## src/rtl/div_seq_param_if.sv

```systemverilog
// div_seq_param_if: start/result bundle between the pipeline controller and the sequential divider
//   master (controller): drives start, sgn, a, b; observes q, r, busy, ready, dz, ovf, count
//   slave  (divider)   : the reverse
interface div_seq_param_if #(
  parameter int DW = 32,
  parameter int VW = 16
);
  localparam int CW = $clog2(DW + 1);
  logic          start;
  logic          sgn;
  logic [DW-1:0] a;
  logic [VW-1:0] b;
  logic [DW-1:0] q;
  logic [VW-1:0] r;
  logic          busy;
  logic          ready;
  logic          dz;
  logic          ovf;
  logic [CW-1:0] count;
  modport master (output start, sgn, a, b, input q, r, busy, ready, dz, ovf, count);
  modport slave  (input start, sgn, a, b, output q, r, busy, ready, dz, ovf, count);
endinterface

```

## src/rtl/div_seq_param.sv

```systemverilog
// div_seq_param: multi-cycle restoring divider, DW-bit dividend / VW-bit divisor, signed or unsigned
//   clk  : rising-edge clock
//   clrn : asynchronous active-low reset, clears state and every output
//   bus  : slave side of div_seq_param_if
//          start/sgn/a/b in; q/r result, busy, ready, dz (divide by zero), ovf (signed overflow), count out
module div_seq_param #(
  parameter int DW = 32,
  parameter int VW = 16
) (
  input  logic              clk,
  input  logic              clrn,
  div_seq_param_if.slave    bus
);
  localparam int CW = $clog2(DW + 1);
  localparam logic [CW-1:0] LAST = CW'(DW - 1);
  localparam logic [1:0] S_IDLE = 2'd0;
  localparam logic [1:0] S_RUN  = 2'd1;
  localparam logic [1:0] S_FIX  = 2'd2;
  localparam logic [1:0] S_DONE = 2'd3;
  logic [1:0]    r_state;
  logic          r_sgn, r_sa, r_sb;
  logic [DW-1:0] r_q;
  logic [VW-1:0] r_rem, r_b, r_araw;
  logic [CW-1:0] r_cnt;
  logic [DW-1:0] r_qo;
  logic [VW-1:0] r_ro;
  logic          r_busy, r_ready, r_dz, r_ovf;
  logic          w_sa, w_sb, w_zero, w_ovf;
  logic [DW-1:0] w_amag, w_qf;
  logic [VW-1:0] w_bmag, w_rf;
  logic [VW:0]   w_sub;
  assign w_sa   = bus.sgn & bus.a[DW-1];
  assign w_sb   = bus.sgn & bus.b[VW-1];
  assign w_amag = w_sa ? -bus.a : bus.a;
  assign w_bmag = w_sb ? -bus.b : bus.b;
  // trial subtract of the divisor from the partial remainder shifted by the next dividend bit
  assign w_sub  = {r_rem, r_q[DW-1]} - {1'b0, r_b};
  // a zero divisor has a zero magnitude, so the loaded magnitude doubles as the divide-by-zero tag
  assign w_zero = (r_b == '0);
  assign w_qf   = (r_sa ^ r_sb) ? -r_q : r_q;
  assign w_rf   = r_sa ? -r_rem : r_rem;
  // like-signed operands can only give +2^(DW-1), which wraps to the most negative quotient
  assign w_ovf  = r_sgn & ~(r_sa ^ r_sb) & (r_q == {1'b1, {(DW-1){1'b0}}});
  always_ff @(posedge clk or negedge clrn) begin
    if (!clrn) begin
      r_state <= S_IDLE;
      r_sgn   <= 1'b0;
      r_sa    <= 1'b0;
      r_sb    <= 1'b0;
      r_q     <= '0;
      r_rem   <= '0;
      r_b     <= '0;
      r_araw  <= '0;
      r_cnt   <= '0;
      r_qo    <= '0;
      r_ro    <= '0;
      r_busy  <= 1'b0;
      r_ready <= 1'b0;
      r_dz    <= 1'b0;
      r_ovf   <= 1'b0;
    end else if (bus.start) begin
      r_state <= (bus.b == '0) ? S_FIX : S_RUN;
      r_sgn   <= bus.sgn;
      r_sa    <= w_sa;
      r_sb    <= w_sb;
      r_q     <= w_amag;
      r_b     <= w_bmag;
      r_araw  <= bus.a[VW-1:0];
      r_rem   <= '0;
      r_cnt   <= '0;
      r_busy  <= 1'b1;
      r_ready <= 1'b0;
      r_dz    <= 1'b0;
      r_ovf   <= 1'b0;
    end else begin
      case (r_state)
        S_RUN: begin
          r_rem   <= w_sub[VW] ? {r_rem[VW-2:0], r_q[DW-1]} : w_sub[VW-1:0];
          r_q     <= {r_q[DW-2:0], ~w_sub[VW]};
          r_cnt   <= r_cnt + 1'b1;
          r_state <= (r_cnt == LAST) ? S_FIX : S_RUN;
        end
        S_FIX: begin
          r_qo    <= w_zero ? '1 : w_qf;
          r_ro    <= w_zero ? r_araw : w_rf;
          r_dz    <= w_zero;
          r_ovf   <= ~w_zero & w_ovf;
          r_busy  <= 1'b0;
          r_ready <= 1'b1;
          r_state <= S_DONE;
        end
        default: ;
      endcase
    end
  end
  assign bus.q     = r_qo;
  assign bus.r     = r_ro;
  assign bus.busy  = r_busy;
  assign bus.ready = r_ready;
  assign bus.dz    = r_dz;
  assign bus.ovf   = r_ovf;
  assign bus.count = r_cnt;
endmodule

```

## src/flat_wrapper.sv

```systemverilog
// flat-port wrapper written by rule: the top's interface ports become plain ports
module div_seq_param_flat 
#(
  parameter int DW = 32,
  parameter int VW = 16
)
  (clk, clrn, bus_start, bus_sgn, bus_a, bus_b, bus_q, bus_r, bus_busy, bus_ready, bus_dz, bus_ovf, bus_count);
  div_seq_param_if #(.DW(DW), .VW(VW)) bus_i ();
  input  logic clk;
  input  logic clrn;
  input wire logic [$bits(bus_i.start)-1:0] bus_start;
  input wire logic [$bits(bus_i.sgn)-1:0] bus_sgn;
  input wire logic [$bits(bus_i.a)-1:0] bus_a;
  input wire logic [$bits(bus_i.b)-1:0] bus_b;
  output wire logic [$bits(bus_i.q)-1:0] bus_q;
  output wire logic [$bits(bus_i.r)-1:0] bus_r;
  output wire logic [$bits(bus_i.busy)-1:0] bus_busy;
  output wire logic [$bits(bus_i.ready)-1:0] bus_ready;
  output wire logic [$bits(bus_i.dz)-1:0] bus_dz;
  output wire logic [$bits(bus_i.ovf)-1:0] bus_ovf;
  output wire logic [$bits(bus_i.count)-1:0] bus_count;
  assign bus_i.start = bus_start;
  assign bus_i.sgn = bus_sgn;
  assign bus_i.a = bus_a;
  assign bus_i.b = bus_b;
  assign bus_q = bus_i.q;
  assign bus_r = bus_i.r;
  assign bus_busy = bus_i.busy;
  assign bus_ready = bus_i.ready;
  assign bus_dz = bus_i.dz;
  assign bus_ovf = bus_i.ovf;
  assign bus_count = bus_i.count;
  div_seq_param #(.DW(DW), .VW(VW)) u_core (.clk(clk), .clrn(clrn), .bus(bus_i));
endmodule
```

## config.mk

```make
export PLATFORM = sky130hd
export DESIGN_NAME = div_seq_param_flat
export DESIGN_NICKNAME = d
export VERILOG_FILES = /design/src/rtl/div_seq_param_if.sv /design/src/rtl/div_seq_param.sv /design/src/flat_wrapper.sv
export SDC_FILE = /design/constraint.sdc
export NUM_CORES = 1
export LEC_CHECK = 0
export BUFFER_PORTS_ARGS = -buffer_cell sky130_fd_sc_hd__buf_2
export CORE_UTILIZATION = 40
export DETAILED_ROUTE_END_ITERATION = 12
export GPL_ROUTABILITY_DRIVEN = 0
export PLACE_DENSITY_LB_ADDON = 0.2
export SETUP_SLACK_MARGIN = 0.2
export SLEW_MARGIN = 10
export SYNTH_ARGS = -nofsm -noshare
export SYNTH_HDL_FRONTEND = slang
export SYNTH_SLANG_ARGS = --single-unit
```

## constraint.sdc

```tcl
create_clock -name clk -period 8.1 [get_ports clk]
set_clock_uncertainty 0.15 [all_clocks]
set_input_delay 0 -clock clk [delete_from_list [all_inputs] [get_ports clk]]
set_output_delay 0 -clock clk [all_outputs]
set_load 0.02 [all_outputs]
```

Word level (Yosys, flattened, before mapping):

Index checks and enable logic that the tools add are counted.

* bits in registers: 143
* latch bits: 0
* memory bits (writable): 0
* bits in read-only memories: 0
* bits of input ports: 52
* output and inout port bits: 58
* memories kept: 0

* add/sub/neg operators: 6
* $mul: 0
* div/mod/pow operators: 0
* magnitude comparators: 0
* equal/unequal tests: 4
* shift-type cells: 0
* mux-type cells: 25
* bitwise gates (word level): 10
* reduce and logical (&&, ||, !) cells: 6

Operators by type and width (number)
* $mux W32: 5
* $mux W16: 6
* $neg A32 Y32: 2
* $eq A32 B32 Y1 const B: 1
* $logic_not A16 Y1: 2
* $neg A16 Y16: 2
* $sub A17 B16 Y17: 1
* $mux W6: 2
* $mux W1: 8
* $add A6 B1 Y6 const B: 1
* $eq A6 B5 Y1 const B: 1
* $mux W2: 3
* $and A1 B1 Y1: 5
* $not A1 Y1: 4
* $pmux W2 S2: 1
* $reduce_bool A2 Y1: 2
* $reduce_bool A3 Y1: 1
* $eq A2 B1 Y1 const B: 1
* $eq A2 B2 Y1 const B: 1
* $reduce_and A2 Y1: 1
* $xor A1 B1 Y1: 1

Depth between registers and ports, before layout:

* depth in word-level cells: 7
* gate-level depth with buffers: 11
* gate-level depth less buffers: 10

Worst setup path before layout:

No wires, ideal clock.

* path kind: reg-to-reg
* start: register u_core.r_q[31]
* end: register u_core.r_rem[1]
* data arrival time: 2695 ps
* required time: 7828 ps
* path slack: 5133 ps
* cell stages (with the launch flop): 12
* buffers on the path: 1
* cell sequence: dfrtp_1 -> inv_1 -> ha_1 -> fa_1 -> nand2b_1 -> a21o_1 -> a21bo_1 -> o311ai_4 -> xnor2_1 -> clkbuf_1 -> nand2_1 -> a32o_1

* cells in the longest elaborated chain, start to end: 4

Ends and longest elaborated chain
* start, declared: RTL line div_seq_param.sv:22 `logic [DW-1:0] r_q;`
* start signal, assigned: RTL line div_seq_param.sv:66 `r_q <= w_amag;`
* start signal, assigned: RTL line div_seq_param.sv:79 `r_q <= {r_q[DW-2:0], ~w_sub[VW]};`
* $sub A17 B16 Y17: RTL line div_seq_param.sv:37 `assign w_sub = {r_rem, r_q[DW-1]} - {1'b0, r_b};`
* $mux W16: RTL line div_seq_param.sv:78 `r_rem <= w_sub[VW] ? {r_rem[VW-2:0], r_q[DW-1]} : w_sub[VW-1:0];`
* $mux W16: RTL line div_seq_param.sv:76 `case (r_state)`
* $mux W16: RTL line div_seq_param.sv:61 `end else if (bus.start) begin`
* end signal, assigned: RTL line div_seq_param.sv:78
* end, declared: RTL line div_seq_param.sv:23 `logic [VW-1:0] r_rem, r_b, r_araw;`

Every way passes these cells. The select of a mux whose other input is x is not followed.
A chain may end at the register's enable or synchronous reset.

Worst setup path in the final report:

* start: input port bus_a[14]
* end: register u_core.r_q[27]

* cells in the longest elaborated chain, start to end: 3

Ends and longest elaborated chain
* start, declared: RTL line flat_wrapper.sv:13 `input wire logic [$bits(bus_i.a)-1:0] bus_a;`
* $neg A32 Y32: RTL line div_seq_param.sv:34 `assign w_amag = w_sa ? -bus.a : bus.a;`
* $mux W32: RTL line div_seq_param.sv:34
* $mux W32: RTL line div_seq_param.sv:61

Every way passes these cells.

==> impl_metrics.py <==
metrics = {
    "outcome": {
        "status": "finished clean",
    },
    "setup_path": {
        "cp_data_arrival_time_ps": 4430,
        "start_kind": "primary input",
        "worstSetupEndpointType": "flop",
        "path_buf_inv": 5,
        "cpMaxStageDelayCell": "or4_4",
        "crit_top_cell": "dlygate4sd3_1",
        "critPathMaxFanout": 5,
        "worstPathCellList": "dlygate4sd3_1 > buf_2 > or4_4 > or3_1 > or4_4 > o31ai_4 > xnor2_1 > dlygate4sd3_1 > nand2_1 > dlygate4sd3_1 > o21ai_1 > dlygate4sd3_1",
        "critPathRequiredTime_ps": 8310,
        "max_stage_delay_ps": 630,
        "crit_family": "buffers and inverters",
        "regToRegSetupSlack_ps": 4460,
        "crit_type": "primary input to flop",
    },
    "finish": {
        "final_common_cell": "dfrtp_1",
        "final_cell_mix": "dfrtp_1 (143), nand2_1 (117), nor2_1 (109)",
        "nNetsFinal": 1264,
        "fin_util_pct": 51.03,
        "syn_to_final_growth_pct": 25.15,
        "drive_above_1_share_pct": 15.30,
    },
    "route": {
        "drc": 0,
        "vias_per_cell": 5.415,
        "detail_route.iter0.violations": 498,
        "wl_met3_um": 1151,
        "wl_met1_um": 11730,
        "vias": 8036,
        "top_layer": "met4",
        "routedWlPerCell_um": 17.12,
        "firstDrtPassIters": 5,
        "routed-wl-met2_um": 12010,
        "detail-route-antenna-nets": 0,
        "drt_wl_total_um": 25410,
    },
    "yosys": {
        "syn_nets": 1094,
        "ys_ff_latch": 143,
        "synth_top_area_share_pct": 40.34,
        "synthAdderAreaFrac_pct": 3.188,
        "synth-compound-area-share_pct": 19.68,
        "synth.cell_area_mm2": 0.008871,
        "synth_top_cell_by_area": "dfrtp_1",
        "synth_edf_count": 0,
        "synth_ff_type": "dfrtp_1",
        "muxShareOfSynthArea_pct": 4.090,
        "synth_top_family_by_area": "compound AO/OA/AOI/OAI gates",
        "ys_warn_count": 0,
        "synthArstFlopShare_pct": 100.0,
        "syn_inst": 1020,
        "synth_simple_gate_area_share_pct": 18.74,
        "synth.area.top_cells": "dfrtp_1 (40%), o21ai_0 (5.4%), xor2_1 (5.3%), nand2_1 (5.0%), xnor2_1 (4.7%)",
        "synthDistinctLibCells": 57,
        "synth_xor_area_share_pct": 10.25,
        "ys_seq_area_share_pct": 40.34,
        "synth_area_per_cell_um2": 8.697,
    },
    "pwr": {
        "p_leak_nw": 4.999,
        "p_comb_share_pct": 32.7,
        "internal-power_mw": 1.565,
        "sw_frac_of_total_pct": 36.54,
        "pwr-share-seq_pct": 36.3,
        "vdd_drop_max_v": 0.0001402,
        "switching_power_mw": 0.9011,
        "power_density_mw_per_mm2": 222.1,
        "clkPwrFrac_pct": 31.0,
    },
    "sta": {
        "slew_headroom_pct": 26.42,
        "setup_violations": 0,
        "whs_ps": 34.80,
        "min_period_ps": 4220,
        "hold_viol": 0,
        "tightest_slew_ps": 1096,
        "finalSetupTns_ps": 0,
        "period_share_pct": 52.10,
        "fmax_ghz": 0.2369,
        "drv_slew": 0,
        "rsz0062_at_grt": "false",
    },
    "floorplanning": {
        "fp.coreArea_mm2": 0.02176,
        "ios": 110,
        "die_y_um": 150.9,
        "dieArea_mm2": 0.02278,
        "start_util_pct": 40.78,
        "die_w_um": 150.9,
        "rows": 54,
    },
    "cts": {
        "cts_hold_buffers": 87,
        "clkTransAtPathRegs_ps": 70,
        "clock_path_buffers": 2,
        "postCtsSetupBuffers": 0,
        "post_cts_resized": 0,
        "cts-buffers-inserted": 17,
        "tritoncts": "done",
        "htreeDepth": 4,
        "insertion_delay_ps": 420,
        "clock-root-buffer": "clkbuf_16",
        "cts_sinks": 143,
    },
    "grt": {
        "track_usage_pct": 23.32,
        "grt_max_degree": 95,
        "grt_pass1_vias": 7767,
        "grt_pass1_wl_um": 40830,
        "grt-ovfl-total": 0,
        "antenna_found_initial": 1,
    },
    "min_path": {
        "hold_path_class": "primary input to async pin",
    },
    "place": {
        "numPortBuffers": 109,
        "dpl.hpwl_um": 17810,
    },
    "flow_run": {
        "maxCapViolCount": 0,
    },
}
-- registers in the layout, summed over array words and instances (netlist names) --
register,count
u_core.bus.ready,1
u_core.r_sb,1
u_core.r_state,2
u_core.bus.busy,1
u_core.r_sa,1
u_core.bus.r,16
u_core.bus.count,6
u_core.r_rem,16
u_core.r_sgn,1
u_core.r_q,32
u_core.r_araw,16
u_core.bus.ovf,1
u_core.bus.q,32
u_core.r_b,16
u_core.bus.dz,1
-- cell families after synthesis --
| logic type | count (synthesis) |
|---|---|
| simple gates | 358 |
| compound gates | 274 |
| flops | 143 |
| xor+xnor | 103 |
| buf+inv | 86 |
| mux | 34 |
| fa+ha+maj | 22 |
-- area by class of cell --
cell class | instances | area, um^2
antenna | 1 | 2.502
clock buffer | 19 | 442.9
clock inverter | 13 | 128.9
fill | 2052 | 10650
inverter | 30 | 112.6
multi-input combinational | 791 | 4979
sequential | 143 | 3578
tap | 280 | 350.3
timing repair buffer | 207 | 1508
-- final timing paths --
check	from	cells after the start	end
worst max-delay path	bus_a[14]	12	u_core.r_q[27]
worst min-delay path	clrn	2	u_core.bus.q[19]
worst max register to register	u_core.r_q[31]	10	u_core.r_rem[7]
worst min register to register	u_core.bus.q[27]	1	u_core.bus.q[27]
max in group asynchronous	clrn	3	u_core.r_b[7]
min in group clk	bus_b[0]	3	u_core.r_b[0]
-- stage by stage --
step / cells / total power [mW] / cell area [um^2] / setup WS, ps
final: 1484 / 2.466 / 11100 / 3880
after global routing: 1484 / 2.616 / 11100 / 3780
after CTS: 1483 / 2.480 / 11100 / 3913
after detailed placement: 1364 / 1.662 / 9657 / 4541
after global placement: 1364 / 1.656 / 9657 / 4696
after floorplan: 1020 / 1.445 / 8871 / 5133
-- power by group through the flow --
stage | Sequential [mW] | Clock (mW) | Combinational [mW]
detailed placement | 0.906 | 0 | 0.756
global route | 0.908 | 0.809 | 0.899
floorplan | 0.874 | 0 | 0.571
global placement | 0.903 | 0 | 0.753
finish | 0.895 | 0.765 | 0.806
CTS | 0.893 | 0.782 | 0.805
-- routing by layer --
| layer | up-vias | global-route usage [%] |
|---|---|---|
| li1 | 3966 | - |
| met1 | 3820 | 31.30 |
| met2 | 214 | 38.03 |
| met3 | 36 | 3.404 |
| met4 | 0 | 8.500 |
| met5 | - | 0 |
-- cell usage after synthesis (all sizes together) (13+ instances only) --
library cell and number:
dfrtp 143, nand2 117, nor2 110, o21ai 100
a21oi 59, xor2 55, xnor2 48, clkbuf 40
inv 30, a31oi 28, or3 26, nor3 22
ha 21, mux2 18, buf 16, mux2i 16
nor4 13, o31ai 13
Power figures use the tool's default switching activity.
